## config.mk

```make
export PLATFORM = sky130hd
export DESIGN_NAME = seg_scan_driver_flat
export DESIGN_NICKNAME = d
export VERILOG_FILES = /design/src/rtl/seg_scan_driver_pkg.sv /design/src/rtl/seg_scan_driver_if.sv /design/src/rtl/seg_scan_driver_bcd_to_seg.sv /design/src/rtl/seg_scan_driver.sv /design/src/flat_wrapper.sv
export SDC_FILE = /design/constraint.sdc
export NUM_CORES = 1
export LEC_CHECK = 0
export ABC_CLOCK_PERIOD_IN_PS = 2710
export CELL_PAD_IN_SITES_DETAIL_PLACEMENT = 1
export CELL_PAD_IN_SITES_GLOBAL_PLACEMENT = 2
export CORE_MARGIN = 8
export CORE_UTILIZATION = 35
export CTS_BUF_LIST = sky130_fd_sc_hd__clkbuf_8
export CTS_CLUSTER_DIAMETER = 60
export DETAILED_ROUTE_END_ITERATION = 8
export DONT_BUFFER_PORTS = 1
export GPL_TIMING_DRIVEN = 0
export MAX_ROUTING_LAYER = met4
export PLACE_DENSITY_LB_ADDON = 0.2
export SLEW_MARGIN = 20
export SYNTH_ARGS = -nofsm -noshare
export SYNTH_HDL_FRONTEND = slang
export SYNTH_HIERARCHICAL = 1
export SYNTH_SLANG_ARGS = --single-unit
```

## constraint.sdc

```tcl
create_clock -name clk -period 2.71 [get_ports clk]
set_input_delay 0.6775 -clock clk [delete_from_list [all_inputs] [get_ports clk]]
set_output_delay 0.6775 -clock clk [all_outputs]
set_load 0.05 [all_outputs]
```

## src/rtl/seg_scan_driver_pkg.sv

```systemverilog
// Shared constants for the multiplexed 7-segment scan driver: segment patterns,
// the blank/off codes and the digit-to-anode helper.
package seg_scan_driver_pkg;

    typedef logic [3:0] bcd_t;

    localparam int NUM_DIGITS = 4;

    localparam logic [6:0] SEG_BLANK = 7'h7F;
    localparam logic [6:0] SEG_DASH  = 7'b0111111;
    localparam logic [3:0] AN_OFF    = 4'b1111;

    // Active-low {g,f,e,d,c,b,a}
    localparam logic [6:0] SEG_0 = 7'b1000000;
    localparam logic [6:0] SEG_1 = 7'b1111001;
    localparam logic [6:0] SEG_2 = 7'b0100100;
    localparam logic [6:0] SEG_3 = 7'b0110000;
    localparam logic [6:0] SEG_4 = 7'b0011001;
    localparam logic [6:0] SEG_5 = 7'b0010010;
    localparam logic [6:0] SEG_6 = 7'b0000010;
    localparam logic [6:0] SEG_7 = 7'b1111000;
    localparam logic [6:0] SEG_8 = 7'b0000000;
    localparam logic [6:0] SEG_9 = 7'b0010000;

    function automatic logic [3:0] an_for_sel(input logic [1:0] sel);
        return ~(4'b0001 << sel);
    endfunction

endpackage

```

## src/rtl/seg_scan_driver_if.sv

```systemverilog
// Digit/control inputs and display outputs of the scan driver as one bundle;
// the master side supplies digits, the slave side is the driver itself.
interface seg_scan_driver_if;
    import seg_scan_driver_pkg::*;

    bcd_t       d0;
    bcd_t       d1;
    bcd_t       d2;
    bcd_t       d3;
    logic       blank_lz;
    logic       dp_en;
    logic       blink_en;
    logic [6:0] seg;
    logic       dp;
    logic [3:0] AN;
    logic       frame_start;

    modport master (
        output d0, d1, d2, d3, blank_lz, dp_en, blink_en,
        input  seg, dp, AN, frame_start
    );

    modport slave (
        input  d0, d1, d2, d3, blank_lz, dp_en, blink_en,
        output seg, dp, AN, frame_start
    );

endinterface

```

## src/rtl/seg_scan_driver_bcd_to_seg.sv

```systemverilog
// Combinational BCD to active-low 7-segment decoder; codes 10..15 show a dash.
module bcd_to_seg
    import seg_scan_driver_pkg::*;
(
    input  bcd_t       digit,
    output logic [6:0] seg
);

    always_comb begin
        seg = SEG_DASH;
        case (digit)
            4'd0:    seg = SEG_0;
            4'd1:    seg = SEG_1;
            4'd2:    seg = SEG_2;
            4'd3:    seg = SEG_3;
            4'd4:    seg = SEG_4;
            4'd5:    seg = SEG_5;
            4'd6:    seg = SEG_6;
            4'd7:    seg = SEG_7;
            4'd8:    seg = SEG_8;
            4'd9:    seg = SEG_9;
            default: seg = SEG_DASH;
        endcase
    end

endmodule

```

## src/rtl/seg_scan_driver.sv

```systemverilog
// Four-digit time-multiplexed 7-segment driver with frame-synchronous snapshot,
// leading-zero blanking, colon dot and whole-display blink.
module seg_scan_driver
    import seg_scan_driver_pkg::*;
#(
    parameter int SCAN_BITS  = 17,
    parameter int BLINK_BITS = 26
)(
    input  logic              clk,
    input  logic              reset,
    seg_scan_driver_if.slave  bus
);

    logic [SCAN_BITS-1:0]  scan_cnt_reg;
    logic [BLINK_BITS-1:0] blink_cnt_reg;
    bcd_t                  shadow_reg [NUM_DIGITS];
    bcd_t                  live_digit [NUM_DIGITS];
    logic [6:0]            dec_seg    [NUM_DIGITS];
    logic [NUM_DIGITS-1:0] blank;
    logic                  lz_run;
    logic [1:0]            sel;
    logic                  blink_off;

    logic [6:0] seg_reg, seg_next;
    logic [3:0] an_reg,  an_next;
    logic       dp_reg,  dp_next;
    logic       fs_reg,  fs_next;

    assign live_digit[0] = bus.d0;
    assign live_digit[1] = bus.d1;
    assign live_digit[2] = bus.d2;
    assign live_digit[3] = bus.d3;

    assign sel       = scan_cnt_reg[SCAN_BITS-1 -: 2];
    assign blink_off = bus.blink_en && blink_cnt_reg[BLINK_BITS-1];

    // Decoders run off the snapshot so a digit can't change under its own dwell.
    generate
        for (genvar gi = 0; gi < NUM_DIGITS; gi++) begin : g_dec
            bcd_to_seg u_dec (
                .digit (shadow_reg[gi]),
                .seg   (dec_seg[gi])
            );
        end
    endgenerate

    // A digit is blanked only while it and every more-significant digit are zero.
    always_comb begin
        blank  = '0;
        lz_run = bus.blank_lz;
        for (int i = NUM_DIGITS - 1; i >= 1; i--) begin
            lz_run   = lz_run && (shadow_reg[i] == 4'd0);
            blank[i] = lz_run;
        end
    end

    always_comb begin
        an_next  = AN_OFF;
        seg_next = SEG_BLANK;
        dp_next  = 1'b1;
        fs_next  = (scan_cnt_reg == '0);
        if (!blink_off && !blank[sel]) begin
            an_next  = an_for_sel(sel);
            seg_next = dec_seg[sel];
            dp_next  = !((sel == 2'd2) && bus.dp_en);
        end
    end

    always_ff @(posedge clk) begin
        if (reset) begin
            scan_cnt_reg  <= '0;
            blink_cnt_reg <= '0;
            for (int i = 0; i < NUM_DIGITS; i++) shadow_reg[i] <= '0;
            an_reg  <= AN_OFF;
            seg_reg <= SEG_BLANK;
            dp_reg  <= 1'b1;
            fs_reg  <= 1'b0;
        end else begin
            scan_cnt_reg  <= scan_cnt_reg + 1'b1;
            blink_cnt_reg <= blink_cnt_reg + 1'b1;
            // Capture on the last cycle of a frame so the next frame is coherent.
            if (&scan_cnt_reg) begin
                for (int i = 0; i < NUM_DIGITS; i++) shadow_reg[i] <= live_digit[i];
            end
            an_reg  <= an_next;
            seg_reg <= seg_next;
            dp_reg  <= dp_next;
            fs_reg  <= fs_next;
        end
    end

    assign bus.AN          = an_reg;
    assign bus.seg         = seg_reg;
    assign bus.dp          = dp_reg;
    assign bus.frame_start = fs_reg;

endmodule

```

## src/flat_wrapper.sv

```systemverilog
// flat-port wrapper written by rule: the top's interface ports become plain ports
module seg_scan_driver_flat import seg_scan_driver_pkg::*;
#(
    parameter int SCAN_BITS  = 17,
    parameter int BLINK_BITS = 26
)
  (clk, reset, bus_d0, bus_d1, bus_d2, bus_d3, bus_blank_lz, bus_dp_en, bus_blink_en, bus_seg, bus_dp, bus_AN, bus_frame_start);
  seg_scan_driver_if bus_i ();
  input  logic clk;
  input  logic reset;
  input wire logic [$bits(bus_i.d0)-1:0] bus_d0;
  input wire logic [$bits(bus_i.d1)-1:0] bus_d1;
  input wire logic [$bits(bus_i.d2)-1:0] bus_d2;
  input wire logic [$bits(bus_i.d3)-1:0] bus_d3;
  input wire logic [$bits(bus_i.blank_lz)-1:0] bus_blank_lz;
  input wire logic [$bits(bus_i.dp_en)-1:0] bus_dp_en;
  input wire logic [$bits(bus_i.blink_en)-1:0] bus_blink_en;
  output wire logic [$bits(bus_i.seg)-1:0] bus_seg;
  output wire logic [$bits(bus_i.dp)-1:0] bus_dp;
  output wire logic [$bits(bus_i.AN)-1:0] bus_AN;
  output wire logic [$bits(bus_i.frame_start)-1:0] bus_frame_start;
  assign bus_i.d0 = bus_d0;
  assign bus_i.d1 = bus_d1;
  assign bus_i.d2 = bus_d2;
  assign bus_i.d3 = bus_d3;
  assign bus_i.blank_lz = bus_blank_lz;
  assign bus_i.dp_en = bus_dp_en;
  assign bus_i.blink_en = bus_blink_en;
  assign bus_seg = bus_i.seg;
  assign bus_dp = bus_i.dp;
  assign bus_AN = bus_i.AN;
  assign bus_frame_start = bus_i.frame_start;
  seg_scan_driver #(.SCAN_BITS(SCAN_BITS), .BLINK_BITS(BLINK_BITS)) u_core (.clk(clk), .reset(reset), .bus(bus_i));
endmodule
```

### Word level (Yosys, flattened, before mapping)

Memory sizes are Yosys's and may differ from the RTL's.
Index checks and enable logic that the tools add are counted.

| cells by class | value |
|---|---|
| add/sub/neg operators | 2 |
| order comparisons | 2 |
| equality and inequality tests | 1 |
| shifts and indexed selects | 1 |
| multiplexer cells | 14 |
| bitwise logic cells | 7 |
| reductions and logical operators | 15 |

Operators by type and width:

| kind | number |
|---|---|
| $add A26 B1 Y26 const B | 1 |
| $add A17 B1 Y17 const B | 1 |
| $logic_not A17 Y1 | 1 |
| $reduce_and A17 Y1 | 1 |
| $mux W4 | 4 |
| $bmux W7 S2 | 1 |
| $mux W7 | 2 |
| $logic_not A4 Y1 | 3 |
| $logic_and A1 B1 Y1 | 6 |
| $mux W1 | 6 |
| $not A4 Y4 | 1 |
| $or A1 B1 Y1 | 4 |
| $shl A1 B2 Y4 const A | 1 |
| $ge A3 B3 Y1 const B | 1 |
| $logic_not A1 Y1 | 3 |
| $lt A2 B3 Y1 const B | 1 |
| $not A2 Y3 | 1 |
| $bmux W1 S2 | 1 |
| $eq A2 B2 Y1 const B | 1 |
| $reduce_or A2 Y1 | 1 |
| $not A1 Y1 | 1 |

| word-level totals | value |
|---|---|
| register bits | 56 |
| memory bits (writable) | 16 |
| ROM bits | 448 |
| input bits | 21 |
| output and inout bits | 13 |
| logic and storage cells | 53 |
| memories | 5 |

Memory list:

| memory | words | bits a word | rd ports | clocked after Yosys merged registers in | write ports | RTL line | text |
|---|---|---|---|---|---|---|---|
| (no name shown) | 16 | 7 | 1 | 0 | 0 | seg_scan_driver_bcd_to_seg.sv:11 | `case (digit)` |
| (no name shown) | 16 | 7 | 1 | 0 | 0 | seg_scan_driver_bcd_to_seg.sv:11 |  |
| (no name shown) | 16 | 7 | 1 | 0 | 0 | seg_scan_driver_bcd_to_seg.sv:11 |  |
| (no name shown) | 16 | 7 | 1 | 0 | 0 | seg_scan_driver_bcd_to_seg.sv:11 |  |
| u_core.shadow_reg | 4 | 4 | 4 | 0 | 4 | seg_scan_driver.sv:16 | `bcd_t shadow_reg [NUM_DIGITS];` |

### Depth between registers and ports, before layout

Gate-level depths: netlist of the first run.
An unclocked memory read counts as a cell.

| depth | value |
|---|---|
| word-level depth | 11 |
| mapped depth | 8 |
| gate-level depth less buffers | 7 |

### Hierarchy

The synthesis of the first run kept the hierarchy.

Modules (own cells, without submodules):

| module | times used | cells an instance | area each (µm²) | sequential area each (µm²) |
|---|---|---|---|---|
| seg_scan_driver | 1 | 299 | 3084.2 | 1601.5 |
| bcd_to_seg at u_core.g_dec[2].u_dec ... | 2 | 31 | 240.2 | 0.0 |
| bcd_to_seg at u_core.g_dec[0].u_dec | 1 | 31 | 224.0 | 0.0 |
| bcd_to_seg at u_core.g_dec[1].u_dec | 1 | 33 | 205.2 | 0.0 |

### Worst setup path after synthesis of the first run

OpenSTA, ideal clock, no wires.

| timing | value |
|---|---|
| kind | flip-flop to flip-flop |
| start | reg u_core.blink_cnt_reg[0] |
| end | reg u_core.blink_cnt_reg[20] |
| setup time | 121 ps |
| arrival | 1926 ps |
| data required time | 2589 ps |
| setup slack | 663 ps |
| cell stages (with the launch flop) | 7 |
| path buffers | 1 |
| clock period less this slack | 2047 ps |
| path through | dfxtp_1 -> ha_1 -> nand4_2 -> or4_1 -> buf_2 -> or2_2 -> mux2_4 |

| on the way | value |
|---|---|
| cells in the longest elaborated chain, start to end | 1 |

Ends and longest elaborated chain:

| item | RTL line | text |
|---|---|---|
| from (decl) | seg_scan_driver.sv:15 | `logic [BLINK_BITS-1:0] blink_cnt_reg;` |
| from (signal assigned) | seg_scan_driver.sv:80 | `blink_cnt_reg <= blink_cnt_reg + 1'b1;` |
| $add A26 B1 Y26 | seg_scan_driver.sv:80 |  |

Every way passes these cells.
A chain may end at the register's enable or synchronous reset.

==> run metrics, run 1 <==
critical path arrival 2.67 ns; cell family with most CP delay compound AO/OA/AOI/OAI gates; row cnt 39; max-capacitance violation count 0; number of global-route vias before repair 2948; nets 480; Hold Buf Count CTS 0; Final Setup Violations 0; GP Congestion 0.776; cells after synthesis 425; top cells by area, synth dfxtp_1 28%, edfxtp_1 12%, ha_1 7.5%, nor2_1 4.4%, mux4_2 3.9%; Setup crit start kind register; TritonCTS Buffers 9; WP depth 4; Num Clock Sinks 72; hold crit path type reg -> reg; static leakage 1.68 nW; Worst Skew 0.00959 ns; Detail Route Antenna Nets 0; Post-synth top cells 56 x dfxtp_1, 47 x nor2_1, 25 x nand2_1, 24 x a21oi_1, 24 x ha_1; initial antenna violation count 2; syn nets 470; post-synth top area share 0.281; Clock Latency Late Sink 0.36 ns; H-tree depth 3; Slew Limit Headroom 0.368; largest net degree at the start of global routing 17; Worst setup EP type register; most common cell in the synthesized netlist dfxtp_1; core area 11300 um2; Inst Count DP 568; Max Transition Viols Final 0; Synth Area per Inst 9.40 um2; unrepaired setup endpoints after global routing false; Post-CTS Setup Repair Bufs 0; number of synthesized flops with an enable pin 16; highest clock rate 423 MHz; die extent in x 123 um; vias 2958; # port buffers 0; layout cells sized above 1 0.139; Layout area overhead 10.2%; fin cells 585; DRT Pass-1 Iters 4; Total Power 2.31 mW; I/O pin count 34; full die area 15100 um2; Starting DRT DRC Count 129; remaining global-route overflow 0; Hold Vio Cnt, Final 0; crit path kind reg -> reg; worst reg-to-reg path cell count 4; worst slew pin tran 0.940 ns; Remaining DRCs 0; Root Buffer clkbuf_8; CP max-delay cell o31ai_1; Min-Delay Path Depth 1; clk slew on worst S/H paths 0.08 ns; cell area after synthesis 3990 um2; register bit total from synthesis 72; CTS tree done; Synth warnings 6; Total Routing Usage GR 0.131; max reg flops 26; Seq/Total Area, Yosys 0.401; Worst Path Max Fanout 10; CP max stage delay 0.82 ns; clk buf depth 2; effective utilization at floorplan 0.354; Worst VDD drop 0.323 mV; worst hold slack 0.469 ns; Synth area leader dfxtp_1; setup TNS 0 ns; die height 123 um; fin crit period 2.36 ns; DPL Wire Length 6760 um; first-pass GRT wire length 14900 um; Worst Path Required 3.01 ns; fraction of registers with async set/reset 0; top_reg_cell synth dfxtp_1; power density over cell area 525 nW/um2; Final Util 0.390; per-cell routed wire length 15.3 um; routed wire length 8930 um; final worst-path cycle share 0.872; status completed; CP cell instances nor4_1, a21oi_1, o31ai_1, or4b_2; Synth cell types 53; Vias per Instance 5.06; buffer and inverter count on the worst path 0
[cell families after synthesis]
logic type      count (synthesis)  share of synthesized area
flops                          72                      0.401
simple gates                  195                      0.281
compound gates                 58                     0.0849
buf+inv                        39                     0.0489
fa+ha+maj                      24                     0.0752
xor+xnor                       24                     0.0526
mux                            13                     0.0564
[power breakdown]
part / switching, mW / total (mW) / internal [mW]
clock network: 0.401 / 0.940 / 0.539
registers: 0.0641 / 1.19 / 1.12
logic: 0.0978 / 0.181 / 0.0829
[worst paths after layout]
kind	from	end	slack (ns)
hold reg to reg	u_core/blink_cnt_reg[0]	u_core/blink_cnt_reg[0]	0.47
hold / removal	u_core/blink_cnt_reg[0]	u_core/blink_cnt_reg[0]	0.47
setup / recovery	u_core/shadow_reg[0][9]	u_core/bus.dp	0.35
setup reg to reg	u_core/shadow_reg[0][9]	u_core/bus.dp	0.35
[worst reg2reg max path, delay by kind of cell (launching register included)]
kind,cells,cell delay [ns]
compound gates,2,0.96
flops,1,0.54
simple gates,2,0.82
[through the flow]
stage | instance area [um2] | setup slack, ns
floorplan | 3990 | 0.663
global placement | 4170 | -0.0867
detailed placement | 4170 | -0.149
CTS | 4390 | 0.0426
global route | 4400 | 0.0940
finish | 4400 | 0.346
[cells in the final DEF (no fill, tap or decap), drive strengths merged, types with 3 or more instances in the layout]
cell type   n
dfxtp      56
nor2       47
nand2      25
a21oi      25
ha         24
inv        21
clkbuf     18
and2       17
edfxtp     16
o21ai      14
or2        13
xor2       12
xnor2      12
nand3      11
nand4      11
nor2b      10
buf        10
nor4        9
or3         9
mux4        7
o31ai       6
nand2b      6
nor3        5
and4        5
and2b       5
a31oi       4
or4         4
nor3b       4
and3b       4
or2b        4
a22oi       4
clkinv      3
mux2i       3
a21o        3
mux2        3
[layout make-up]
class / instances / area (um2)
plain buffers: 18 / 118
diodes: 2 / 5.00
multi-input cells: 314 / 2200
clock inverters: 6 / 81.3
fillers: 1292 / 6870
inverters: 20 / 75.1
well taps: 143 / 179
clock buffers: 10 / 138
flip-flops and latches: 72 / 1600
[repair_timing]
action / 4_1_cts / 5_1_grt
pin swaps: 0 / 0
endpoints found under the setup margin: 10 / 10
gates resized for setup: 1 / 3
[metal layers]
layer,track usage,wire length [um],up-vias
met2,0.189,3930,39
met4,0.0366,98,0
met1,0.169,4530,1414
met3,0.0469,382,10
li1,-,-,1495
met5,-,0,-
Power figures use the tool's default switching activity.
==> run 2: changes to the inputs <==
--- a/config.mk
+++ b/config.mk
@@ -9,12 +9,13 @@
 export CELL_PAD_IN_SITES_DETAIL_PLACEMENT = 1
 export CELL_PAD_IN_SITES_GLOBAL_PLACEMENT = 2
 export CORE_MARGIN = 8
-export CORE_UTILIZATION = 35
+export CORE_UTILIZATION = 40
 export CTS_BUF_LIST = sky130_fd_sc_hd__clkbuf_8
 export CTS_CLUSTER_DIAMETER = 60
 export DETAILED_ROUTE_END_ITERATION = 8
 export DONT_BUFFER_PORTS = 1
 export GPL_TIMING_DRIVEN = 0
+export HOLD_SLACK_MARGIN = 0.12
 export MAX_ROUTING_LAYER = met4
 export PLACE_DENSITY_LB_ADDON = 0.2
 export SLEW_MARGIN = 20
==> run 2 against run 1 <==
Sequential power barely moved. Design area is 1.8% lower. Largest power group unchanged. Worst hold slack lost 0.0067 ns. Clock-buffer cell count did not move.
==> run metrics, run 2 (same netlist as run 1, synthesis figures left out) <==
Worst setup EP type register; number of global-route vias before repair 3059 (+3.8%); area of the multi-input gates 2200 um2 (-0.23%); ANT cells 0 (-2); hold_sp u_core/blink_cnt_reg[0]; Critical R2R Launch u_core/shadow_reg[0][9]; Inst Count DP 558 (-1.8%); Setup crit start kind register; sw power 0.556 mW (-1.1%); clk buf depth 2 (unchanged); most common cell after layout, fill and taps aside dfxtp_1; per-cell routed wire length 15.6 um (+2.2%); unrepaired setup endpoints after global routing false; Layout area overhead 8.27%; Post-CTS Setup Repair Bufs 0 (unchanged); Starting DRT DRC Count 97 (-25%); full die area 13400 um2 (-11%); die height 116 um (-5.6%); Worst Path Required 3.00 ns (about the same); die extent in x 116 um (-5.6%); sequential power share 0.564 (+0.049); fin crit period 2.40 ns (+0.0372 ns); hold crit path type reg -> reg; Slew Limit Headroom 0.348 (-0.0195); flop-to-flop setup slack 0.31 ns (-0.04 ns); Detail Route Antenna Nets 0 (unchanged); DRT Pass-1 Iters 4 (unchanged); Hold Vio Cnt, Final 0 (unchanged); core area 9730 um2 (-14%); cell area after layout 4320 um2 (-1.8%); initial antenna violation count 0 (-2); # port buffers 0 (unchanged); Total Power 2.11 mW (-8.7%); effective utilization at floorplan 0.410 (+0.0562); placed inst area 4160 um2 (-0.30%); nets 481 (+0.21%); Clk pwr share 0.350 (-0.057); max-capacitance violation count 0 (unchanged); remaining global-route overflow 0 (unchanged); static leakage 1.66 nW (-1.3%); layout cells sized above 1 0.134 (-0.00424); worst slew pin tran 0.969 ns (+0.0291 ns); dpl ws -0.156 ns (-0.00623 ns); Max Transition Viols Final 0 (unchanged); first-pass GRT wire length 15000 um (+0.37%); Remaining DRCs 0 (unchanged); largest net degree at the start of global routing 17 (unchanged); worst reg-to-reg path cell count 4 (unchanged); Int Power 1.55 mW (-11%); Worst VDD drop 0.171 mV (-47%); Worst Setup Slack, final 0.309 ns (-0.0372 ns); DPL Wire Length 6710 um (-0.65%); Worst Hold Path EP u_core/blink_cnt_reg[0]; Net Sw Frac 0.264 (+0.0202); power density over cell area 487 nW/um2 (-7.1%); critical path arrival 2.69 ns (+0.02 ns); final worst-path cycle share 0.886 (+0.0137); TritonCTS Buffers 9 (unchanged); Worst Path Max Fanout 10 (unchanged); most frequent cells in the layout 56 x dfxtp_1, 47 x nor2_1, 25 x nand2_1; H-tree depth 3 (unchanged); Root Buffer clkbuf_8; Num Clock Sinks 72 (unchanged); Vias per Instance 5.18 (+2.4%); clk slew on worst S/H paths 0.07 ns (about the same); Final Setup Violations 0 (unchanged); fillcell total 1168 (-9.6%); highest clock rate 417 MHz (-1.5%); Clock Latency Late Sink 0.35 ns (about the same); status completed; register area 1600 um2 (unchanged); Worst Skew 0.00604 ns (-0.00355 ns); CTS tree done; routed wire length 8920 um (-0.10%); Comb pwr share 0.086 (+0.008); Total Routing Usage GR 0.147 (+0.0159); reg-to-reg endpoint u_core/bus.AN[2]; GP Congestion 0.794 (+2.4%); row cnt 36 (-7.7%); fin cells 572 (-2.2%); I/O pin count 34 (unchanged); max reg flops 26 (unchanged); crit path kind reg -> reg; vias 2961 (+0.10%); Min-Delay Path Depth 1 (unchanged); Hold Buf Count CTS 0 (unchanged)
==> run 2: what timing repair did <==
action / CTS / global route
resized for setup: 1 / 4
endpoints found under the setup margin: 10 / 10
pin swaps: 0 / 0
==> run 2: worst max-delay path, cell delays in order, from the launching register on <==
cell	delay, ns
edfxtp_1	0.53
nor4_1	0.60
a21oi_1	0.12
o31ai_1	0.84
or3b_2	0.25
==> run 2: worst max path at each step <==
stage	startpoint	to	slack, ns	cells past startpoint
after detailed placement	u_core/scan_cnt_reg[15]	u_core/shadow_reg[0][12]	-0.16	8
final	u_core/shadow_reg[0][9]	u_core/bus.AN[2]	0.31	4
after CTS	u_core/scan_cnt_reg[15]	u_core/shadow_reg[0][12]	0.04	8
after global routing	u_core/scan_cnt_reg[0]	u_core/shadow_reg[0][12]	0.1	8
after global placement	u_core/scan_cnt_reg[15]	u_core/shadow_reg[0][7]	-0.03	8
after floorplan	u_core/blink_cnt_reg[0]	u_core/blink_cnt_reg[20]	0.66	6
==> run 2: layout make-up <==
cell class,instances,share of cell area
Sequential cell,72,0.370
Buffer,19,0.0284
Multi-Input combinational cell,314,0.509
Tap cell,133,0.0385
Inverter,20,0.0174
Clock inverter,4,0.00492
Clock buffer,10,0.0318
==> run 2: routing by layer <==
layer,vias up,global-route usage,wire (um)
met2,38,0.221,3940
met4,0,0.0657,146
met1,1418,0.187,4590
met3,12,0.0297,252
met5,-,-,0
li1,1493,-,-
==> run 2: stage by stage <==
stage | utilization | setup TNS [ns] | hold WS, ns
3_3_place_gp | 0.428 | -0.227 | 0.436
4_1_cts | 0.444 | 0 | 0.458
5_1_grt | 0.444 | 0 | 0.468
2_1_floorplan | - | 0 | 0.418
6_report | 0.444 | 0 | 0.462
3_5_place_dp | 0.428 | -1.16 | 0.444
==> run 2: power groups by stage <==
stage	clock network (mW)	registers, mW	logic [mW]
finish	0.738	1.19	0.181
CTS	0.773	1.19	0.184
global placement	0	1.21	0.178
detailed placement	0	1.21	0.183
global route	0.822	1.19	0.206
floorplan	0	1.20	0.140
==> run 3: changes to the inputs <==
--- a/config.mk
+++ b/config.mk
@@ -14,10 +14,11 @@
 export CTS_CLUSTER_DIAMETER = 60
 export DETAILED_ROUTE_END_ITERATION = 8
 export DONT_BUFFER_PORTS = 1
-export GPL_TIMING_DRIVEN = 0
 export HOLD_SLACK_MARGIN = 0.12
 export MAX_ROUTING_LAYER = met4
 export PLACE_DENSITY_LB_ADDON = 0.2
+export REMOVE_ABC_BUFFERS = 1
+export SKIP_LAST_GASP = 1
 export SLEW_MARGIN = 20
 export SYNTH_ARGS = -nofsm -noshare
 export SYNTH_HDL_FRONTEND = slang
==> run 3 against run 2 <==
Flip-flop and latch count unchanged. Cell count down 2.3%. Design area down 0.67%. Combinational power down 20%. Clock-buffer cell count unchanged. Highest routed layer unchanged.
==> run metrics, run 3 (same netlist as run 1, synthesis figures left out) <==
status completed; sw power 0.553 mW (-0.65%); Hold Vio Cnt, Final 0 (unchanged); per-cell routed wire length 15.7 um (+0.48%); GP Congestion 0.733 (-7.6%); most frequent cells in the layout 56 x dfxtp_1, 47 x nor2_1, 25 x nand2_1; Worst VDD drop 0.240 mV (+40%); power density over cell area 533 nW/um2 (+9.4%); Max Transition Viols Final 0 (unchanged); critical path arrival 2.44 ns (-0.25 ns); area of the multi-input gates 2200 um2 (-0.11%); DPL Wire Length 6320 um (-5.8%); GRT met1 Usage 0.183 (-0.00378); Root Buffer clkbuf_8; Starting DRT DRC Count 104 (+7.2%); buffer and inverter count on the worst path 0 (unchanged); Worst Setup Slack, final 0.507 ns (+0.197 ns); Net Sw Frac 0.241 (-0.0227); setup TNS 0 ns (unchanged); register area 1600 um2 (unchanged); fillcell total 1156 (-1.0%); gr busiest metal met2; Total Routing Usage GR 0.144 (-0.00310); fin crit period 2.20 ns (-0.197 ns); Hold Buf Count CTS 0 (unchanged); TritonCTS Buffers 9 (unchanged); Clk pwr share 0.412 (+0.062); crit path from u_core/blink_cnt_reg[0]; final worst-path cycle share 0.813 (-0.0729); first-pass GRT wire length 14600 um (-2.1%); full die area 13400 um2 (unchanged); max-capacitance violation count 0 (unchanged); hold crit path type in -> reg; Remaining DRCs 0 (unchanged); die height 116 um (unchanged); clk slew on worst S/H paths 0.08 ns (about the same); I/O pin count 34 (unchanged); routed wire length 8760 um (-1.8%); nets 467 (-2.9%); Setup crit start kind register; vias 2888 (-2.5%); row cnt 36 (unchanged); highest clock rate 454 MHz (+9.0%); static leakage 1.64 nW (-1.0%); worst hold slack 0.388 ns (-0.0743 ns); CP cell instances ha_1, nand4_2, or4_1, or2_2, mux2_4; max reg flops 26 (unchanged); largest net degree at the start of global routing 52 (+35); Final Setup Violations 0 (unchanged); worst slew pin tran 0.542 ns (-0.428 ns); CTS tree done; Vias per Instance 5.17 (-0.20%); DRT Pass-1 Iters 4 (unchanged); # port buffers 0 (unchanged); Layout area overhead 7.55%; Int Power 1.74 mW (+12%); H-tree depth 3 (unchanged); Detail Route Antenna Nets 0 (unchanged); number of global-route vias before repair 2921 (-4.5%); Critical R2R Launch u_core/blink_cnt_reg[0]; sequential power share 0.525 (-0.039); CP max stage delay 0.69 ns (-0.15 ns); Resize count post-CTS 0 (-1); cell family with most CP delay simple AND/OR/NAND/NOR gates; clk buf depth 2 (unchanged); core area 9730 um2 (unchanged); Clock Latency Late Sink 0.35 ns (about the same); Slew Limit Headroom 0.638 (+0.290); dpl ws 0.499 ns (+0.655 ns); GR Layer Usage met2 0.220 (-0.000771); unrepaired setup endpoints after global routing false; effective utilization at floorplan 0.410 (unchanged); Worst Path Required 2.95 ns (-0.05 ns); Num Clock Sinks 72 (unchanged); initial antenna violation count 0 (unchanged); crit path kind reg -> reg; Worst Skew 0.00934 ns (+0.00330 ns); Post-CTS Setup Repair Bufs 0 (unchanged); remaining global-route overflow 0 (unchanged); Comb pwr share 0.063 (-0.023); die extent in x 116 um (unchanged); Worst Path Max Fanout 8 (-2); Worst setup EP type register; hold_sp reset; met3 GRT Util 0.0250 (-0.00469); layout cells sized above 1 0.127 (-0.00764); ANT cells 0 (unchanged); most common cell after layout, fill and taps aside dfxtp_1; CP max-delay cell or4_1
==> run 3: final cells by class <==
type | instances | share of cell area
flip-flops and latches | 72 | 0.373
inverters | 20 | 0.0175
well taps | 133 | 0.0387
clock buffers | 10 | 0.0320
multi-input cells | 314 | 0.512
clock inverters | 5 | 0.0186
repair buffers | 5 | 0.00874
==> run 3: routing by layer <==
| layer | up-vias | share of wire | wire, um |
|---|---|---|---|
| met5 | - | 0 | 0 |
| met4 | 0 | 0.017 | 146 |
| met3 | 12 | 0.024 | 207 |
| met2 | 26 | 0.46 | 4020 |
| met1 | 1380 | 0.50 | 4380 |
| li1 | 1470 | - | - |
==> run 3: worst paths after layout <==
check / end / slack [ns] / cells after the start
worst max register to register: u_core/blink_cnt_reg[20] / 0.51 / 5
worst max-delay path: u_core/blink_cnt_reg[20] / 0.51 / 5
worst min-delay path: u_core/scan_cnt_reg[0] / 0.39 / 1
worst min register to register: u_core/blink_cnt_reg[0] / 0.45 / 1
==> run 3: stage by stage <==
step	instance area, um2	utilization	power [mW]	std cells
after floorplan	3870	-	1.32	406
after global placement	4080	0.419	1.37	544
after detailed placement	4080	0.419	1.37	544
after CTS	4300	0.441	2.33	559
after global routing	4300	0.441	2.41	559
final	4300	0.441	2.29	559
==> run 3: power by group through the flow <==
stage	registers, mW	clock network, mW	logic, mW
floorplan	1.21	0	0.112
global placement	1.23	0	0.139
detailed placement	1.23	0	0.145
CTS	1.20	0.983	0.146
global route	1.21	1.04	0.163
finish	1.20	0.943	0.145
